File: config.mk
export PLATFORM = sky130hd
export DESIGN_NAME = bsg_link_ddr_reset_sequencer
export DESIGN_NICKNAME = d
export VERILOG_FILES = /design/src/rtl/bsg_link_ddr_reset_sequencer.sv
export SDC_FILE = /design/constraint.sdc
export NUM_CORES = 1
export LEC_CHECK = 0
export BUFFER_PORTS_ARGS = -buffer_cell sky130_fd_sc_hd__buf_2
export CELL_PAD_IN_SITES_DETAIL_PLACEMENT = 2
export CELL_PAD_IN_SITES_GLOBAL_PLACEMENT = 2
export CORE_AREA = 2 2 52 54
export DETAILED_ROUTE_END_ITERATION = 12
export DIE_AREA = 0 0 54 56
export MAX_ROUTING_LAYER = met4
export PLACE_DENSITY_LB_ADDON = 0.1
export SYNTH_ARGS = -nofsm -noshare
export SYNTH_HDL_FRONTEND = slang
export SYNTH_SLANG_ARGS = --single-unit
File: constraint.sdc
create_clock -name clk_i -period 4.4 [get_ports clk_i]
set_input_delay 0.66 -clock clk_i [delete_from_list [all_inputs] [get_ports clk_i]]
set_output_delay 0.66 -clock clk_i [all_outputs]
set_load 0.02 [all_outputs]
File: src/rtl/bsg_link_ddr_reset_sequencer.sv
// DDR link bring-up reset sequencer: assert, token pulse, release io_up, io_down, then core.
// Define BSG_LINK_RESET_SEQ_RETRY_EN for the link-alive timeout with automatic retries.
module bsg_link_ddr_reset_sequencer #(
   parameter int step_cycles_p    = 64,
   parameter int timeout_cycles_p = 1024,
   parameter int max_retries_p    = 3
) (
   input  logic                                 clk_i,
   input  logic                                 reset_i,
   input  logic                                 start_i,
   input  logic                                 link_alive_i,
   output logic                                 io_up_link_reset_o,
   output logic                                 io_down_link_reset_o,
   output logic                                 async_token_reset_o,
   output logic                                 core_up_link_reset_o,
   output logic                                 core_down_link_reset_o,
   output logic                                 busy_o,
   output logic                                 done_o,
   output logic                                 error_o,
   output logic [$clog2(max_retries_p+1)-1:0]   retry_count_o
);

   localparam int rc_w_lp  = $clog2(max_retries_p+1);
   localparam int cnt_w_lp = (step_cycles_p > 1) ? $clog2(step_cycles_p) : 1;
   localparam logic [cnt_w_lp-1:0] cnt_load_lp = cnt_w_lp'(step_cycles_p-1);

   typedef enum logic [2:0] {
      S_IDLE, S_ASSERT, S_TOKEN, S_TOKEN_OFF, S_UP_IO, S_DOWN_IO, S_DONE, S_ERROR
   } state_e;

   state_e              state_q, state_d;
   logic [cnt_w_lp-1:0] cnt_q, cnt_d;
   logic                step_done;
   logic                io_up_q, io_up_d, io_down_q, io_down_d, token_q, token_d;
   logic                core_q, core_d, busy_q, busy_d, done_q, done_d;

`ifdef BSG_LINK_RESET_SEQ_RETRY_EN
   localparam int tmr_w_lp = (timeout_cycles_p > 1) ? $clog2(timeout_cycles_p) : 1;
   logic [tmr_w_lp-1:0] tmr_q, tmr_d;
   logic                alive_q, alive_d;
   logic [rc_w_lp-1:0]  retry_q, retry_d;
   logic                error_q, error_d;
`else
   logic                unused_retry;
   assign unused_retry = link_alive_i | (timeout_cycles_p < 1);
`endif

   assign step_done = (cnt_q == '0);

   always_comb begin
      state_d = state_q;
      cnt_d   = cnt_q;
`ifdef BSG_LINK_RESET_SEQ_RETRY_EN
      tmr_d   = tmr_q;
      alive_d = alive_q;
      retry_d = retry_q;
`endif
      case (state_q)
         S_IDLE:      if (start_i)   state_d = S_ASSERT;
         S_ASSERT:    if (step_done) state_d = S_TOKEN;
         S_TOKEN:     if (step_done) state_d = S_TOKEN_OFF;
         S_TOKEN_OFF: if (step_done) state_d = S_UP_IO;
         S_UP_IO:     if (step_done) state_d = S_DOWN_IO;
         S_DOWN_IO:   if (step_done) state_d = S_DONE;
         S_DONE: begin
            if (start_i) state_d = S_ASSERT;
`ifdef BSG_LINK_RESET_SEQ_RETRY_EN
            // alive (sticky or this cycle) takes priority over an expiring timer
            else if (alive_q || link_alive_i) alive_d = 1'b1;
            else if (tmr_q == tmr_w_lp'(timeout_cycles_p-1)) begin
               if (retry_q == rc_w_lp'(max_retries_p)) state_d = S_ERROR;
               else begin
                  retry_d = retry_q + rc_w_lp'(1);
                  state_d = S_ASSERT;
               end
            end
            else tmr_d = tmr_q + tmr_w_lp'(1);
`endif
         end
         S_ERROR:     if (start_i)   state_d = S_ASSERT;
         default:     state_d = S_IDLE;
      endcase

      if (busy_q && !step_done) cnt_d = cnt_q - cnt_w_lp'(1);
      if (state_d != state_q) begin
         cnt_d = cnt_load_lp;
`ifdef BSG_LINK_RESET_SEQ_RETRY_EN
         tmr_d   = '0;
         alive_d = 1'b0;
`endif
      end
`ifdef BSG_LINK_RESET_SEQ_RETRY_EN
      if (start_i && (state_q inside {S_IDLE, S_DONE, S_ERROR})) retry_d = '0;
      error_d = (state_d == S_ERROR);
`endif

      // outputs are decoded from the next state so every output is a flop
      io_up_d   = !(state_d inside {S_UP_IO, S_DOWN_IO, S_DONE});
      io_down_d = !(state_d inside {S_DOWN_IO, S_DONE});
      token_d   = (state_d == S_TOKEN);
      core_d    = (state_d != S_DONE);
      busy_d    = (state_d inside {S_ASSERT, S_TOKEN, S_TOKEN_OFF, S_UP_IO, S_DOWN_IO});
      done_d    = (state_d == S_DONE);
   end

   always_ff @(posedge clk_i or posedge reset_i) begin
      if (reset_i) begin
         state_q   <= S_IDLE;
         cnt_q     <= '0;
         io_up_q   <= 1'b1;
         io_down_q <= 1'b1;
         token_q   <= 1'b0;
         core_q    <= 1'b1;
         busy_q    <= 1'b0;
         done_q    <= 1'b0;
      end else begin
         state_q   <= state_d;
         cnt_q     <= cnt_d;
         io_up_q   <= io_up_d;
         io_down_q <= io_down_d;
         token_q   <= token_d;
         core_q    <= core_d;
         busy_q    <= busy_d;
         done_q    <= done_d;
      end
   end

`ifdef BSG_LINK_RESET_SEQ_RETRY_EN
   always_ff @(posedge clk_i or posedge reset_i) begin
      if (reset_i) begin
         tmr_q   <= '0;
         alive_q <= 1'b0;
         retry_q <= '0;
         error_q <= 1'b0;
      end else begin
         tmr_q   <= tmr_d;
         alive_q <= alive_d;
         retry_q <= retry_d;
         error_q <= error_d;
      end
   end

   assign error_o       = error_q;
   assign retry_count_o = retry_q;
`else
   assign error_o       = 1'b0;
   assign retry_count_o = '0;
`endif

   assign io_up_link_reset_o     = io_up_q;
   assign io_down_link_reset_o   = io_down_q;
   assign async_token_reset_o    = token_q;
   assign core_up_link_reset_o   = core_q;
   assign core_down_link_reset_o = core_q;
   assign busy_o                 = busy_q;
   assign done_o                 = done_q;

endmodule
==> qor.yml, run 1 <==
cts_setup_buffers: 0
ctsRootBufferMaster: "clkbuf_4"
use_met3_pct: 1.61
cp_max_fo: 9
power_frac_comb_pct: 3.1
grt_pass1_vias: 634
slew_violations: 0
portBuffers: 9
worstSetupStartpointType: "flip-flop"
cts_buffers: 3
max-slew-margin-rel_pct: 62.7
grt_usage_pct: 14.4
final_cells: 119
p_seq_share_pct: 60.4
gp_congestion: 0.676
dr.pass1.iters: 2
antennaDiodeCount: 0
critPathTopFamily: "compound AO/OA/AOI/OAI gates"
cts_buffer_depth: 2
setup_ws_ps: 2120
wirelength_mm: 1.83
dpl.cell_count: 115
fmax_ghz: 0.439
row_count: 18
intPower_mw: 0.173
rsz0062_at_grt: "false"
setup-violations-final: 0
whs_ps: 400
drive_gt1_share_pct: 23.6
peakVddDrop_mv: 0.164
ys_types: 37
cp-end-kind: "flip-flop"
status: "finished, final reports clean"
tightest_slew_ps: 559
layout_commonest_cell: "dfrtp_1"
io_pins: 14
syn_inst: 82
grt_max_degree: 16
die_w_um: 54
min_period_over_period_pct: 51.8
grt_use_met2_pct: 20.7
path_clk_slew_ps: 100
clock_power_share_pct: 36.5
p_switching_mw: 0.0554
swShare_pct: 24.3
critPathMaxStageDelay_ps: 520
place_hpwl_mm: 1.36
ys_seq_area_share_pct: 46.4
busiest_layer: "met2"
start_util_pct: 33.6
grt_util_met1_pct: 19.5
synth_area_leaders: "dfrtp_1 37%, dfstp_2 9.6%, nor3_1 3.7%"
crit_type: "reg -> reg"
tns_ps: 0
coreArea_um2: 2430
synth_top_area_share_pct: 36.8
overflow: 0
cap_violations: 0
fp.dieH_um: 56
reg2regPathDepth: 7
p_per_area_nw_per_um2: 259
clk_latency_ps: 290
finalHoldViolations: 0
mostFrequentLayoutCells: "12 x dfrtp_1, 9 x buf_2, 8 x nand2_1, 6 x nor3_1, 5 x inv_1"
via_per_inst: 5.30
fin_skew_ps: 5.51
ant_nets: 0
synthesis.area_um2: 817
cts_sinks: 15
drt_iter0_drc: 2
cts_resized: 0
hold_path.class: "in -> async"
nNetsFinal: 95
fin_util_pct: 36.2
htreeDepth: 1
grt_pass1_wl_mm: 3.04
cp_num_cells: 7
worstPathCellList: "inv_1 -> ha_1 -> or3b_1 -> o31a_1 -> o311a_4 -> clkinv_4 -> mux2i_1"
synth_top_cell_by_area: "dfrtp_1"
crit_buf_inv: 2
cpMaxStageDelayCell: "or3b_1"
multi_input_area_um2: 364
ys_seq_elements: 15
synth-warning-count: 0
regArea_um2: 379
vias: 631
critPathArrivalTime_ps: 2500
hold_buffers: 0
routedWlPerCell_um: 15.3
dieArea_um2: 3020
synth.avg_cell_area_um2: 9.96
tritoncts: "yes"
syn2layout_area_growth_pct: 7.81
pre_cts_ws_ps: 2150
final.min_clock_period_ps: 2280
leakagePower_nw: 0.385
nFillCells: 278
drcViolationCount: 0
antenna_found_initial: 0
required_ps: 4620
==> Yosys cell counts <==
cell,count
nor3_1,6
or2_2,1
nand2_1,8
a21boi_0,1
o21a_1,1
a21oi_1,2
o31a_1,1
xor2_1,3
buf_6,1
o21ai_0,3
o311a_4,1
ha_1,1
a41oi_1,1
dfrtp_1,12
clkbuf_1,2
nor4b_2,1
and3_2,1
or3b_1,1
clkinv_4,1
inv_1,5
dfstp_2,3
o311a_1,1
nor3b_1,1
o2111ai_1,1
o21ai_1,1
buf_4,4
nor2_1,4
conb_1,1
xnor2_1,1
mux2i_1,2
a311oi_1,1
a31oi_1,1
nand4_1,1
buf_2,1
o211ai_1,3
nor2b_1,2
nand2b_1,1
==> per-stage QoR <==
| stage | total power [mW] | instance area [um^2] |
|---|---|---|
| detailed placement | 0.148 | 853 |
| CTS | 0.231 | 881 |
| global placement | 0.148 | 853 |
| finish | 0.228 | 881 |
| global route | 0.238 | 881 |
| floorplan | 0.148 | 825 |
==> cell type report <==
class                      instances  share of cell area, %
inverter                           6                   3.12
clock inverter                     1                  0.568
tap                               30                   4.26
timing repair buffer               9                   5.11
clock buffer                       3                   2.56
sequential                        15                   43.0
multi-input combinational         55                   41.3
==> final timing paths <==
path,slack (ps),end,from
setup / recovery,2120,io_down_link_reset_o,cnt_q[0]
hold / removal,400,cnt_q[5],reset_i
setup reg to reg,2120,io_down_link_reset_o,cnt_q[0]
hold reg to reg,570,cnt_q[5],cnt_q[5]
max in group asynchronous,3630,cnt_q[2],reset_i
min in group clk_i,570,cnt_q[5],cnt_q[5]
==> logic make-up (layout without fill, tap and decap cells) <==
| family | after synthesis | after routing | share of synthesized area (%) |
|---|---|---|---|
| buf+inv | 14 | 19 | 9.95 |
| flops | 15 | 15 | 46.4 |
| mux | 2 | 2 | 2.45 |
| compound gates | 18 | 18 | 17.2 |
| other cells | 1 | 3 | 0.459 |
| simple gates | 27 | 27 | 17.8 |
| fa+ha+maj | 1 | 1 | 1.53 |
| xor+xnor | 4 | 4 | 4.29 |
==> power groups by stage <==
stage / Combinational, mW / Clock [mW] / Sequential, mW
2_1_floorplan: 0.00706 / 0 / 0.140
3_3_place_gp: 0.00728 / 0 / 0.140
3_5_place_dp: 0.00746 / 0 / 0.140
4_1_cts: 0.00747 / 0.0858 / 0.138
5_1_grt: 0.00818 / 0.0918 / 0.138
6_report: 0.00710 / 0.0833 / 0.138
==> state kept, by name, indices dropped and copies added (netlist names) <==
register                cells
async_token_reset_o         1
busy_o                      1
cnt_q                       6
core_down_link_reset_o      1
done_o                      1
io_down_link_reset_o        1
io_up_link_reset_o          1
state_q                     3
==> routing by layer <==
metal  wire length, um  share of wire (%)  vias to the layer above
met5                 0                  0                        -
met4                39                2.1                        0
met3                39                2.1                        6
met2               860                 47                        9
met1               886                 49                      324
li1                  -                  -                      292
Note: power is estimated with default switching activity, not from simulation.
==> run 2, diff against run 1 <==
Settings changed: CORE_AREA 2 2 52 54 to 2 2 53 55, DIE_AREA 0 0 54 56 to 0 0 55 57.
Clock period 4.4 ns to 2.3 ns, I/O delays scaled along.
==> qor.yml, run 2 (synthesized netlist as in run 1, its figures left out) <==
fin_skew_ps: 0.668  # -4.84 ps
die_w_um: 55  # +1.9%
finalInstanceArea_um2: 908  # +3.1%
io_pins: 14  # unchanged
hold_path.class: "in -> async"
critPathMaxStageDelay_ps: 410  # -110 ps
gp_congestion: 0.683  # +1.1%
dr.pass1.iters: 2  # unchanged
drive_gt1_share_pct: 26.4  # +2.8 points
r2r-start: "cnt_q[0]"
via_per_inst: 4.98  # -6.0%
wirelength_mm: 1.85  # +1.5%
place_hpwl_mm: 1.35  # -1.0%
fp.dieH_um: 57  # +1.8%
tritoncts: "yes"
layout_commonest_cell: "dfrtp_1"
rsz0062_at_grt: "false"
final.min_clock_period_ps: 2090  # -185 ps
nFillCells: 298  # +7.2%
r2r_slack_ps: 210  # -1920 ps
antenna_found_initial: 0  # unchanged
cts_resized: 0  # unchanged
regArea_um2: 379  # unchanged
dieArea_um2: 3140  # +3.7%
cts_buffer_depth: 2  # unchanged
critPathArrivalTime_ps: 2310  # -190 ps
worstSetupStartpointType: "flip-flop"
clk_latency_ps: 280  # about the same
final_cells: 122  # +2.5%
cp_num_cells: 7  # unchanged
htreeDepth: 1  # unchanged
cpMaxStageDelayCell: "or3b_1"
mostFrequentLayoutCells: "12 x dfrtp_1, 9 x buf_2, 8 x nand2_1, 6 x nor3_1, 5 x inv_1"
cts_setup_buffers: 0  # unchanged
hold_buffers: 0  # unchanged
critPathTopFamily: "compound AO/OA/AOI/OAI gates"
grt_max_degree: 16  # unchanged
fmax_ghz: 0.478  # +8.8%
cap_violations: 0  # unchanged
nNetsFinal: 97  # +2.1%
portBuffers: 9  # unchanged
required_ps: 2510  # -2110 ps
slew_violations: 0  # unchanged
cp_max_fo: 5  # -4
p_per_area_nw_per_um2: 472  # +82%
antennaDiodeCount: 0  # unchanged
tightest_slew_ps: 587  # +28.3 ps
path_clk_slew_ps: 90  # about the same
drt_iter0_drc: 3  # +1
finalHoldViolations: 0  # unchanged
grt_pass1_wl_mm: 3.24  # +6.6%
min_period_over_period_pct: 91.1  # +39 points
ant_nets: 0  # unchanged
reg2regPathDepth: 7  # unchanged
startpoint: "cnt_q[0]"
max-slew-margin-rel_pct: 60.8  # -1.9 points
cts_sinks: 15  # unchanged
cts_buffers: 3  # unchanged
syn2layout_area_growth_pct: 11.2
placed_cell_area_um2: 870  # +1.9%
worstSetupEndpoint: "io_down_link_reset_o"
coreArea_um2: 2620  # +7.5%
leakagePower_nw: 0.398  # +3.6%
largest_reg_flops: 6  # unchanged
cp-end-kind: "flip-flop"
setup-violations-final: 0  # unchanged
crit_type: "reg -> reg"
tns_ps: 0  # unchanged
vias: 608  # -3.6%
crit_buf_inv: 2  # unchanged
routedWlPerCell_um: 15.2  # -0.96%
dpl.cell_count: 118  # +2.6%
drcViolationCount: 0  # unchanged
start_util_pct: 31.2  # -2.3 points
grt_usage_pct: 14.8  # +0.46 points
row_count: 19  # +1
worstPathCellList: "inv_1 -> ha_2 -> or3b_1 -> o31a_1 -> o311a_4 -> clkinv_4 -> mux2i_1"
overflow: 0  # unchanged
status: "finished, final reports clean"
grt_pass1_vias: 655  # +3.3%
rr_endpoint: "io_down_link_reset_o"
regMostFlops: "cnt_q"
multi_input_area_um2: 375  # +3.1%
reg_top3: "cnt_q x6, state_q x3"
peakVddDrop_mv: 0.237  # +44%
ctsRootBufferMaster: "clkbuf_4"
## run 2: area by class of cell
cell class	instances	share of cell area [%]
clock buffers	3	2.48
clock inverters	1	0.551
inverters	6	3.03
multi-input cells	55	41.3
flip-flops and latches	15	41.7
well taps	31	4.27
repair buffers	11	6.61
## run 2: layer usage
metal	part of all wire, %	vias up	GRT usage (%)	wire length (um)
met2	47	6	20.2	878
met5	0	-	-	0
met4	0.70	0	5.23	13
met1	49	303	21.6	911
li1	-	297	-	-
met3	2.6	2	3.14	49
## run 2: worst register-to-register path: stages (launching register included)
cell and delay (ps):
dfrtp_1 390, inv_1 100, ha_2 230, or3b_1 410, o31a_1 270, o311a_4 390
clkinv_4 70, mux2i_1 170
## run 2: worst min path at each step
| stage | from | end | slack [ps] | cells past startpoint |
|---|---|---|---|---|
| floorplan | reset_i | async_token_reset_o | 240 | 1 |
| global placement | reset_i | cnt_q[1] | 430 | 2 |
| detailed placement | reset_i | cnt_q[1] | 440 | 2 |
| CTS | reset_i | cnt_q[1] | 120 | 2 |
| global route | reset_i | cnt_q[1] | 130 | 2 |
| finish | reset_i | cnt_q[1] | 110 | 2 |
## run 2: power breakdown
| group | total (mW) | internal, mW | switching [mW] |
|---|---|---|---|
| registers | 0.264 | 0.264 | 0 |
| clock network | 0.151 | 0.0645 | 0.0870 |
| logic | 0.0138 | 0.00218 | 0.0116 |
## run 2: per-stage QoR
step	power, mW	setup WS, ps	utilization [%]	hold slack [ps]
after floorplan	0.282	270	-	244
after global placement	0.283	224	33.3	434
after detailed placement	0.283	147	33.3	444
after CTS	0.443	106	34.3	118
after global routing	0.457	58.8	34.7	135
final	0.429	206	34.7	110
